==> src/rtl/log_mac_acc_pkg.sv <==
// ============================================================================
// Module      : log_mac_acc_pkg
// Description : Shared one's-complement helpers for the log-arithmetic stages:
//               accumulator width derivation, negative-zero pattern,
//               sign extension and accumulator FSM state encoding.
// Revision    : 1.0 - initial release
// ============================================================================
`default_nettype none

package log_mac_acc_pkg;

  // Widest word any helper below can operate on.
  localparam int C1_MAX_W = 64;

  // Accumulator width: full 2N-bit product plus guard bits.
  function automatic int acc_width(input int n, input int g);
    return 2 * n + g;
  endfunction

  // One's-complement negative zero (all ones) in the low w bits.
  function automatic logic [C1_MAX_W-1:0] c1_neg_zero(input int w);
    logic [C1_MAX_W-1:0] r;
    r = '0;
    for (int i = 0; i < C1_MAX_W; i++) begin
      if (i < w) r[i] = 1'b1;
    end
    return r;
  endfunction

  // One's-complement sign extension: replicate bit from_w-1 upward.
  function automatic logic [C1_MAX_W-1:0] c1_sext(input logic [C1_MAX_W-1:0] v,
                                                  input int from_w);
    logic [C1_MAX_W-1:0] r;
    r = v;
    for (int i = 0; i < C1_MAX_W; i++) begin
      if (i >= from_w) r[i] = v[from_w-1];
    end
    return r;
  endfunction

  // ACCUM: no result pending; HOLD: result presented on out_*.
  typedef enum logic [0:0] {
    ST_ACCUM = 1'b0,
    ST_HOLD  = 1'b1
  } acc_state_e;

endpackage

`default_nettype wire

==> src/rtl/log_mac_acc_c1_add_eac.sv <==
// ============================================================================
// Module      : c1_add_eac
// Description : W-bit one's-complement adder with end-around carry and
//               signed-overflow detection.
// Revision    : 1.0 - initial release
// ============================================================================
`default_nettype none

module c1_add_eac #(
  parameter int W = 24
) (
  input  logic [W-1:0] a_i,
  input  logic [W-1:0] b_i,
  output logic [W-1:0] sum_o,
  output logic         ovf_o
);

  logic [W:0] raw_sum;

  // First add keeps the carry; the carry is folded back into bit 0. A valid
  // one's-complement sum cannot carry out of the second add.
  always_comb begin
    raw_sum = {1'b0, a_i} + {1'b0, b_i};
    sum_o   = raw_sum[W-1:0] + {{(W-1){1'b0}}, raw_sum[W]};
    ovf_o   = (a_i[W-1] == b_i[W-1]) && (sum_o[W-1] != a_i[W-1]);
  end

endmodule

`default_nettype wire

==> src/rtl/log_mac_acc.sv <==
// ============================================================================
// Module      : log_mac_acc
// Description : Streaming one's-complement dot-product accumulator. Sums
//               2N-bit product beats per vector (closed by in_last) and
//               presents sum, beat count and sticky overflow via valid/ready.
// Revision    : 1.0 - initial release
// ============================================================================
`default_nettype none

module log_mac_acc
  import log_mac_acc_pkg::*;
#(
  parameter  int N     = 8,
  parameter  int G     = 8,
  parameter  int CNT_W = 16,
  localparam int ACC_W = acc_width(N, G)
) (
  input  logic             clk,
  input  logic             rst,
  input  logic             in_valid,
  output logic             in_ready,
  input  logic [2*N-1:0]   in_prod,
  input  logic             in_last,
  output logic             out_valid,
  input  logic             out_ready,
  output logic [ACC_W-1:0] out_sum,
  output logic [CNT_W-1:0] out_count,
  output logic             out_ovf
);

  acc_state_e       state_q, state_d;
  logic [ACC_W-1:0] acc_q, acc_d;
  logic [CNT_W-1:0] cnt_q, cnt_d;
  logic             ovf_q, ovf_d;
  logic [ACC_W-1:0] sum_q, sum_d;
  logic [CNT_W-1:0] ocnt_q, ocnt_d;
  logic             oovf_q, oovf_d;

  logic             fire;
  logic [ACC_W-1:0] prod_ext;
  logic [ACC_W-1:0] add_sum;
  logic             add_ovf;
  logic [CNT_W-1:0] cnt_inc;

  assign out_valid = (state_q == ST_HOLD);
  assign in_ready  = ~out_valid | out_ready;
  assign fire      = in_valid & in_ready;
  assign prod_ext  = ACC_W'(c1_sext(C1_MAX_W'(in_prod), 2 * N));
  assign cnt_inc   = (cnt_q == {CNT_W{1'b1}}) ? cnt_q : cnt_q + CNT_W'(1);

  assign out_sum   = sum_q;
  assign out_count = ocnt_q;
  assign out_ovf   = oovf_q;

  c1_add_eac #(
    .W (ACC_W)
  ) u_add (
    .a_i   (acc_q),
    .b_i   (prod_ext),
    .sum_o (add_sum),
    .ovf_o (add_ovf)
  );

  // Next-state: accumulate on fire, close vector on last, release on handshake.
  always_comb begin
    state_d = state_q;
    acc_d   = acc_q;
    cnt_d   = cnt_q;
    ovf_d   = ovf_q;
    sum_d   = sum_q;
    ocnt_d  = ocnt_q;
    oovf_d  = oovf_q;
    if (fire) begin
      acc_d = add_sum;
      cnt_d = cnt_inc;
      ovf_d = ovf_q | add_ovf;
    end
    if (fire && in_last) begin
      // Negative zero is reported as positive zero.
      sum_d   = (add_sum == ACC_W'(c1_neg_zero(ACC_W))) ? '0 : add_sum;
      ocnt_d  = cnt_inc;
      oovf_d  = ovf_q | add_ovf;
      acc_d   = '0;
      cnt_d   = '0;
      ovf_d   = 1'b0;
      state_d = ST_HOLD;
    end else if ((state_q == ST_HOLD) && out_ready) begin
      state_d = ST_ACCUM;
    end
  end

  // State, accumulator and output registers with synchronous reset.
  always_ff @(posedge clk) begin
    if (rst) begin
      state_q <= ST_ACCUM;
      acc_q   <= '0;
      cnt_q   <= '0;
      ovf_q   <= 1'b0;
      sum_q   <= '0;
      ocnt_q  <= '0;
      oovf_q  <= 1'b0;
    end else begin
      state_q <= state_d;
      acc_q   <= acc_d;
      cnt_q   <= cnt_d;
      ovf_q   <= ovf_d;
      sum_q   <= sum_d;
      ocnt_q  <= ocnt_d;
      oovf_q  <= oovf_d;
    end
  end

endmodule

`default_nettype wire

==> config.mk <==
export PLATFORM = sky130hd
export DESIGN_NAME = log_mac_acc
export DESIGN_NICKNAME = d
export VERILOG_FILES = /design/src/rtl/log_mac_acc_pkg.sv /design/src/rtl/log_mac_acc_c1_add_eac.sv /design/src/rtl/log_mac_acc.sv
export SDC_FILE = /design/constraint.sdc
export NUM_CORES = 1
export LEC_CHECK = 0
export BUFFER_PORTS_ARGS = -buffer_cell sky130_fd_sc_hd__buf_4
export CAP_MARGIN = 30
export CORE_UTILIZATION = 35
export CTS_BUF_LIST = sky130_fd_sc_hd__clkbuf_16
export CTS_CLUSTER_DIAMETER = 80
export DETAILED_ROUTE_END_ITERATION = 7
export PLACE_DENSITY = 0.54
export SYNTH_ARGS = -nofsm -noshare
export SYNTH_HDL_FRONTEND = slang
export SYNTH_SLANG_ARGS = --single-unit
==> constraint.sdc <==
create_clock -name clk -period 7.9 [get_ports clk]
set_clock_uncertainty 0.2 [all_clocks]
set_input_delay 1.58 -clock clk [delete_from_list [all_inputs] [get_ports clk]]
set_output_delay 1.58 -clock clk [all_outputs]
set_load 0.05 [all_outputs]
== After elaboration in Yosys (flattened, before gate mapping) ==
Index checks and enable logic that the tools add are counted.

* Output and inout bits: 43
* Input port bits: 21
* Bits in writable memories: 0
* Logic and storage cells: 27
* Memories: 0
* Latch bits: 0
* Bits in registers: 83
* Bits in read-only memories: 0

* Divide/modulo/power cells: 0
* Multiply operators: 0
* Bitwise operators: 4
* Magnitude comparators: 0
* Reductions and logical operators: 5
* $add $sub $neg: 3
* Shift operators: 0
* Multiplexer cells: 4
* Equality and inequality tests: 4

{| class="wikitable"
|+ Operators by type and width
! cell !! number
|-
| $add 24x24->25 || 1
|-
| $add 24x1->24 || 1
|-
| $eq 24x24->1 const B || 1
|-
| $mux 24 || 1
|-
| $add 16x1->16 const B || 1
|-
| $eq 16x16->1 const B || 1
|-
| $mux 16 || 1
|-
| $logic_and 1x1->1 || 3
|-
| $mux 1 || 2
|-
| $or 1x1->1 || 2
|-
| $reduce_bool 2->1 || 1
|-
| $reduce_or 2->1 || 1
|-
| $and 1x1->1 || 1
|-
| $eq 1x1->1 || 1
|-
| $ne 1x1->1 || 1
|-
| $not 1->1 || 1
|}

== Logic depth before layout (Yosys ltp) ==
Gate-level depths: netlist of run 1.

* Depth in word-level cells: 5
* Mapped depth: 22
* Mapped depth without buffers: 20

== By module ==
A second synthesis of run 1 with hierarchy kept.

* Cell total of the unflattened synthesis: 740
* Area total of the unflattened synthesis: 5786.8 µm²

{| class="wikitable"
|+ By module, submodules not included
! module !! cells each !! instances !! area each (µm²) !! seq. area each (µm²)
|-
| log_mac_acc || 443 || 1 || 3658.5 || 1661.6
|-
| c1_add_eac || 297 || 1 || 2128.3 || 0.0
|}

== Worst setup path before layout of run 1 ==
OpenSTA, ideal clock, no wires.

* Kind: input -> register
* From: input port in_prod[0]
* To: register sum_q[16] (netlist: out_sum[16])
* Setup time: 0.117 ns
* Path buffers: 2
* Data required time: 7.583 ns
* Arrival time: 6.013 ns
* Stages: 22
* Setup slack: 1.571 ns
* Cell sequence: ha_1 fa_1 a211oi_1 o31ai_4 o22a_2 o2111ai_1 a31oi_1 a21oi_1 o21bai_1 ha_1 ha_1 and4b_1 and3_1 clkbuf_1 nand3_2 nor4_2 or4_1 nand3_1 and4b_1 a41oi_2 buf_6 a22o_1

* Cells in the longest elaborated chain, start to end: 4

{| class="wikitable"
|+ RTL lines
! what !! RTL line !! RTL
|-
| from (decl) || log_mac_acc.sv:22 || <nowiki>input logic [2*N-1:0] in_prod,</nowiki>
|-
| $add 24x24->25 * || log_mac_acc_c1_add_eac.sv:23 || <nowiki>raw_sum = {1'b0, a_i} + {1'b0, b_i};</nowiki>
|-
| $add 24x1->24 * || log_mac_acc_c1_add_eac.sv:24 || <nowiki>sum_o = raw_sum[W-1:0] + {{(W-1){1'b0}}, raw_sum[W]};</nowiki>
|-
| $eq 24x24->1 || log_mac_acc.sv:80 || <nowiki>sum_d = (add_sum == ACC_W'(c1_neg_zero(ACC_W))) ? '0 : add_sum;</nowiki>
|-
| $mux 24 * || log_mac_acc.sv:80 ||
|-
| to (signal assigned) || log_mac_acc.sv:107 || <nowiki>sum_q <= sum_d;</nowiki>
|-
| to (decl) || log_mac_acc.sv:35 || <nowiki>logic [ACC_W-1:0] sum_q, sum_d;</nowiki>
|}

Mark *: on every way between the ends. The rest lies on a longest branch, timed or not.
A chain may end at the register's enable or synchronous reset.

== Final worst setup path of run 1 ==
* From: input port in_prod[0]
* To: register sum_q[3] (netlist: out_sum[3])

The elaborated chain is that of the path after synthesis.

==> results_dict.tcl, run 1 <==
set metrics [dict create \
    routedWlPerCell_um 16.7 \
    yosys_most_used_dff "dfxtp_1" \
    powerDensity_mw_per_mm2 204 \
    synth_top_area_cell "dfxtp_1" \
    htreeDepth 3 \
    diodes 0 \
    synth_top_family_by_area "simple AND/OR/NAND/NOR gates" \
    syn_nets 715 \
    outcome "finished, final reports clean" \
    start_kind "input port" \
    setup_viol 0 \
    layout-drive-gt1-share 0.172 \
    synth_compound_area_frac 0.228 \
    num-nets-final 755 \
    grt-ovfl-total 0 \
    min_period_ns 6.81 \
    row_count 46 \
    yosysMostFrequentCell "dfxtp_1" \
    fmax_ghz 0.147 \
    syn_area_sq_mm 0.00564 \
    clock_latency_ns 0.35 \
    wirelength_mm 15.4 \
    reg2reg_to "out_sum[3]" \
    rr_startpoint "acc_q[0]" \
    multi_input_area_sq_mm 0.00375 \
    crit_fanout 12 \
    holdBufCountCts 0 \
    async_flop_share 0 \
    endpoint "out_sum[3]" \
    die_h_um 129 \
    synthAdderAreaFrac 0.0635 \
    fp.dieW_um 129 \
    drv_cap 0 \
    cts_tree "yes" \
    place.gp.congestion 0.861 \
    rsz0062_at_grt "no" \
    area_growth_pct 16.0 \
    ys_types 90 \
    fillers 1596 \
    route.antenna.remaining_nets 0 \
    cp-startpoint "in_prod[0]" \
    initial_core_util 0.356 \
    pin_count 64 \
    grt_usage 0.192 \
    grt_pass1_vias 4848 \
    io_buffers 63 \
    synthesis.instances 666 \
    grt_max_degree 41 \
    cts_root_buf "clkbuf_16" \
    crit_type "in2reg" \
    finalHoldViolCount 0 \
    syn_area_per_cell_sq_um 8.46 \
    synth_edf_count 0 \
    drt_pre_antenna_iters 4 \
    core-area_sq_mm 0.0158 \
    numCtsBuffers 9 \
    drc_errors 0 \
    cts_resized 0 \
    end_kind "register" \
    ir_worst_vdd_mv 0.113 \
    worst-endpoint-required_ns 7.95 \
    dieArea_sq_mm 0.0166 \
    synth_commonest_cells "83 x dfxtp_1, 74 x nand2_1, 68 x nor2_1" \
    cts.path.max_buffers 2 \
    synth-simple-area-share 0.254 \
    synthMuxAreaShare 0.00555 \
    slew_headroom 0.402 \
    regArea_sq_mm 0.00166 \
    fin_crit_sh 0.862 \
    power.leakage_nw 2.55 \
    synth_top_area_frac 0.295 \
    num_vias 5058 \
    post-dp-hpwl_mm 11.7 \
    grt_pass1_wl_mm 24.9 \
    cts_setup_buffers 0 \
    rrSetupSlack_ns 2.05 \
    ys_seq_elements 83 \
    min_from "acc_q[7]" \
    synth-seq-area-share 0.295 \
    via_per_inst 5.46 \
    r2r_cells 21 \
    cts_sinks 83 \
    yosysWarnings 0 \
    synthTopCellsByArea "dfxtp_1 29%, ha_1 6.0%, xor2_1 5.6%" \
    worst_slew_pin_slew_ns 0.896 \
    antenna_found_initial 0 \
    arrival_ns 6.86 \
    min_path_type "reg2reg" \
    power_mw 1.33 \
    clk_pin_slew_worst_paths_ns 0.07 \
    maxSlewViolCount 0 \
    fin_setup_tns_ns 0 \
    first_iter_violations 274 \
    synth_xor_area_frac 0.114 \
]
==> power by group <==
part	total (mW)	internal (mW)	switching [mW]
clock network	0.425	0.222	0.203
registers	0.462	0.446	0.0169
logic	0.447	0.152	0.295
total	1.33	0.819	0.515
==> cells in the final DEF, fill, tap and decap left out, drive strengths merged, types with 15 or more instances in the layout <==
| master | synthesis | final |
|---|---|---|
| a211oi | 21 | 21 |
| a21oi | 41 | 41 |
| a22o | 22 | 22 |
| buf | 9 | 69 |
| dfxtp | 83 | 83 |
| ha | 27 | 27 |
| nand2 | 75 | 75 |
| nand3 | 24 | 24 |
| nor2 | 69 | 69 |
| nor3 | 22 | 22 |
| o21ai | 15 | 15 |
| xnor2 | 35 | 35 |
| xor2 | 36 | 36 |
==> kinds of logic (layout without fill, tap and decap cells) <==
| logic type | Yosys count | in the layout |
|---|---|---|
| flops | 83 | 83 |
| simple gates | 270 | 270 |
| xor+xnor | 72 | 72 |
| buf+inv | 48 | 93 |
| compound gates | 162 | 162 |
| mux | 3 | 3 |
| fa+ha+maj | 28 | 28 |
==> worst min-delay path by stage <==
stage / slack [ns] / end / cells after the start
after floorplan: 0.24 / ovf_q / 2
final: 0.26 / acc_q[7] / 2
after global routing: 0.29 / acc_q[0] / 2
after global placement: 0.25 / acc_q[2] / 2
after detailed placement: 0.26 / acc_q[0] / 2
after CTS: 0.27 / acc_q[7] / 2
==> cell type report <==
cell class / instances / share of cell area
Multi-Input combinational cell: 535 / 0.574
Sequential cell: 83 / 0.254
Timing Repair Buffer: 69 / 0.0810
Tap cell: 216 / 0.0413
Clock buffer: 9 / 0.0345
Clock inverter: 7 / 0.0109
Inverter: 8 / 0.00459
==> layer usage <==
| layer | vias up | global-route usage | part of all wire |
|---|---|---|---|
| li1 | 2521 | - | - |
| met1 | 2398 | 0.250 | 0.47 |
| met2 | 112 | 0.308 | 0.46 |
| met3 | 27 | 0.0349 | 0.040 |
| met4 | 0 | 0.0886 | 0.032 |
| met5 | - | 0 | 0 |
==> metrics by stage <==
step                      instances  setup WS, ns  cell area [sq um]  hold WS (ns)  utilization
after floorplan                 666          1.57               5640         0.238            -
after global placement          909         0.822               6210         0.249        0.393
after detailed placement        910         0.590               6230         0.257        0.394
after CTS                       926         0.959               6530         0.268        0.412
after global routing            927         0.515               6540         0.290        0.413
final                           927          1.09               6540         0.262        0.413
==> state kept, by name, indices dropped and copies added, names as in the netlist <==
name and count:
acc_q 24, cnt_q 16, out_count 16, out_ovf 1
out_sum 24, out_valid 1, ovf_q 1
==> critical path, stage by stage <==
cell       delay [ns]
buf_4            0.08
ha_1             0.23
fa_1             0.24
a211oi_1         0.13
o31ai_4          0.37
o22a_2           0.28
o2111ai_1        0.15
a31oi_1          0.29
a21oi_1          0.11
o21bai_1         0.27
ha_1             0.22
ha_1             0.18
and4b_1          0.29
and3_1           0.32
nand3_2          0.16
nor4_2           0.38
nand4_1          0.17
xor2_1           0.41
and2_2           0.23
a41oi_2          0.30
buf_6            0.28
a22o_1           0.20
Power figures use the tool's default switching activity.
==> run 2, diff against run 1 <==
--- a/config.mk
+++ b/config.mk
@@ -5,6 +5,7 @@
 export SDC_FILE = /design/constraint.sdc
 export NUM_CORES = 1
 export LEC_CHECK = 0
+export ABC_AREA = 1
 export BUFFER_PORTS_ARGS = -buffer_cell sky130_fd_sc_hd__buf_4
 export CAP_MARGIN = 30
 export CORE_UTILIZATION = 35
==> results_dict.tcl, run 2 <==
set metrics [dict create \
    outcome "finished, final reports clean" \
    syn_nets 1096 \
    post-dp-hpwl_mm 14.5 \
    rr_startpoint "acc_q[0]" \
    fin_setup_tns_ns 0 \
    min_path_type "reg2reg" \
    maxSlewViolCount 0 \
    crit_fanout 24 \
    synthTopCellsByArea "dfxtp_1 27%, nand2_1 22%, inv_1 7.9%" \
    path_delay_family "simple AND/OR/NAND/NOR gates" \
    layout-drive-gt1-share 0.141 \
    rrSetupSlack_ns 3.12 \
    yosysWarnings 0 \
    finalHoldViolCount 0 \
    fp.dieW_um 135 \
    start_kind "input port" \
    synth_top_area_frac 0.269 \
    syn_area_per_cell_sq_um 5.89 \
    initial_core_util 0.358 \
    grt_usage 0.217 \
    crit_type "in2reg" \
    met2WireLength_mm 7.83 \
    rsz0062_at_grt "no" \
    ys_types 40 \
    ir_worst_vdd_mv 0.115 \
    ys_seq_elements 83 \
    yosys_most_used_dff "dfxtp_1" \
    end_kind "register" \
    clk_pin_slew_worst_paths_ns 0.06 \
    crit_slowest_cell "fa_1" \
    async_flop_share 0 \
    hold_slack_ns 0.255 \
    wirelength_mm 18.7 \
    via_per_inst 4.90 \
    power.leakage_nw 3.68 \
    yosysMostFrequentCell "nand2_1" \
    fmax_ghz 0.174 \
    clock_latency_ns 0.36 \
    numCtsBuffers 9 \
    num-nets-final 1149 \
    antenna_found_initial 0 \
    drt_pre_antenna_iters 5 \
    drv_cap 0 \
    diodes 0 \
    pin_count 64 \
    die_h_um 135 \
    grt_pass1_vias 6117 \
    grt-ovfl-total 0 \
    wl_met3_mm 1.01 \
    synth-seq-area-share 0.269 \
    reg2reg_to "out_sum[20]" \
    r2r_cells 29 \
    synth_edf_count 0 \
    holdPathStages 2 \
    setup_slack_ns 2.17 \
    arrival_ns 5.77 \
    drc_errors 0 \
    area_growth_pct 15.3 \
    final_cell_area_sq_mm 0.00711 \
    num_vias 6511 \
    cts_sinks 83 \
    setup_viol 0 \
    hold_end "out_sum[19]" \
    cts_resized 0 \
    syn_area_sq_mm 0.00617 \
    min_period_ns 5.73 \
    holdBufCountCts 0 \
    synth_commonest_cells "360 x nand2_1, 129 x inv_1, 100 x nor2_1" \
    routedWlPerCell_um 14.0 \
    grt_max_degree 68 \
    synth_top_area_cell "dfxtp_1" \
    fin_crit_sh 0.726 \
    place.gp.congestion 0.897 \
    cts_setup_buffers 0 \
    cts_tree "yes" \
    worst_slew_pin_slew_ns 0.722 \
    path_buf_inv 2 \
    row_count 48 \
    min_from "out_sum[19]" \
    pre_cts_ws_ns 1.80 \
    htreeDepth 3 \
    first_iter_violations 432 \
    final_common_cell "nand2_1" \
    cts_root_buf "clkbuf_16" \
    powerDensity_mw_per_mm2 192 \
    worst-endpoint-required_ns 7.94 \
    route.antenna.remaining_nets 0 \
    synthesis.instances 1047 \
    grt_pass1_wl_mm 30.6 \
    cts.path.max_buffers 2 \
    dieArea_sq_mm 0.0182 \
    io_buffers 63 \
    routed.top_layer "met4" \
    max_stage_delay_ns 0.51 \
    wl_met1_mm 9.39 \
    postPlaceCellArea_sq_mm 0.00682 \
    core-area_sq_mm 0.0172 \
    final_cell_mix "360 x nand2_1, 127 x inv_1, 100 x nor2_1" \
    slew_headroom 0.519 \
]
==> run 2: layout make-up <==
class	count	area [sq um]
Multi-Input combinational cell	795	3840
Clock buffer	9	225
Sequential cell	83	1660
Tap cell	225	282
Fill cell	1883	10100
Timing Repair Buffer	65	488
Inverter	146	549
Clock inverter	7	70.1
==> run 2: worst max path at each step <==
stage | to | startpoint | slack, ns | cells after the start
6_report | out_sum[20] | in_prod[0] | 2.17 | 29
5_1_grt | out_sum[9] | in_prod[0] | 1.72 | 28
4_1_cts | out_sum[16] | in_prod[0] | 2.18 | 29
3_5_place_dp | out_sum[17] | in_prod[0] | 1.80 | 29
3_3_place_gp | out_sum[17] | in_prod[0] | 1.87 | 29
2_1_floorplan | out_sum[9] | in_prod[0] | 2.81 | 29
==> run 2: through the flow <==
stage / power, mW / std cells / utilization
floorplan: 0.813 / 1047 / -
global placement: 0.947 / 1314 / 0.395
detailed placement: 0.945 / 1314 / 0.395
CTS: 1.38 / 1330 / 0.413
global route: 1.45 / 1330 / 0.413
finish: 1.36 / 1330 / 0.413
==> run 2: cells by family (layout without fill, tap and decap cells) <==
kind of cell / after synthesis / in the layout / share of synthesized area
buf+inv: 169 / 227 / 0.109
fa+ha+maj: 28 / 28 / 0.0580
xor+xnor: 8 / 8 / 0.0114
simple gates: 635 / 635 / 0.444
flops: 83 / 83 / 0.269
compound gates: 124 / 124 / 0.108
==> run 2: worst register-to-register path, delay by kind of cell, from the launching register on <==
kind | cells | cell delay, ns
adder cells (fa/ha/maj) | 4 | 1.06
buffers and inverters | 1 | 0.07
flip-flops | 1 | 0.35
AND/OR/NAND/NOR | 24 | 3.00
==> run 2: layer usage <==
layer  global-route usage  vias up
met2                0.337      168
met3               0.0390       27
met5                    0        -
li1                     -     3422
met4               0.0718        0
met1                0.302     2894
==> run 2: report_power, final <==
part / switching (mW) / internal, mW
clock: 0.199 / 0.222
combinational: 0.339 / 0.135
sequential: 0.0210 / 0.448
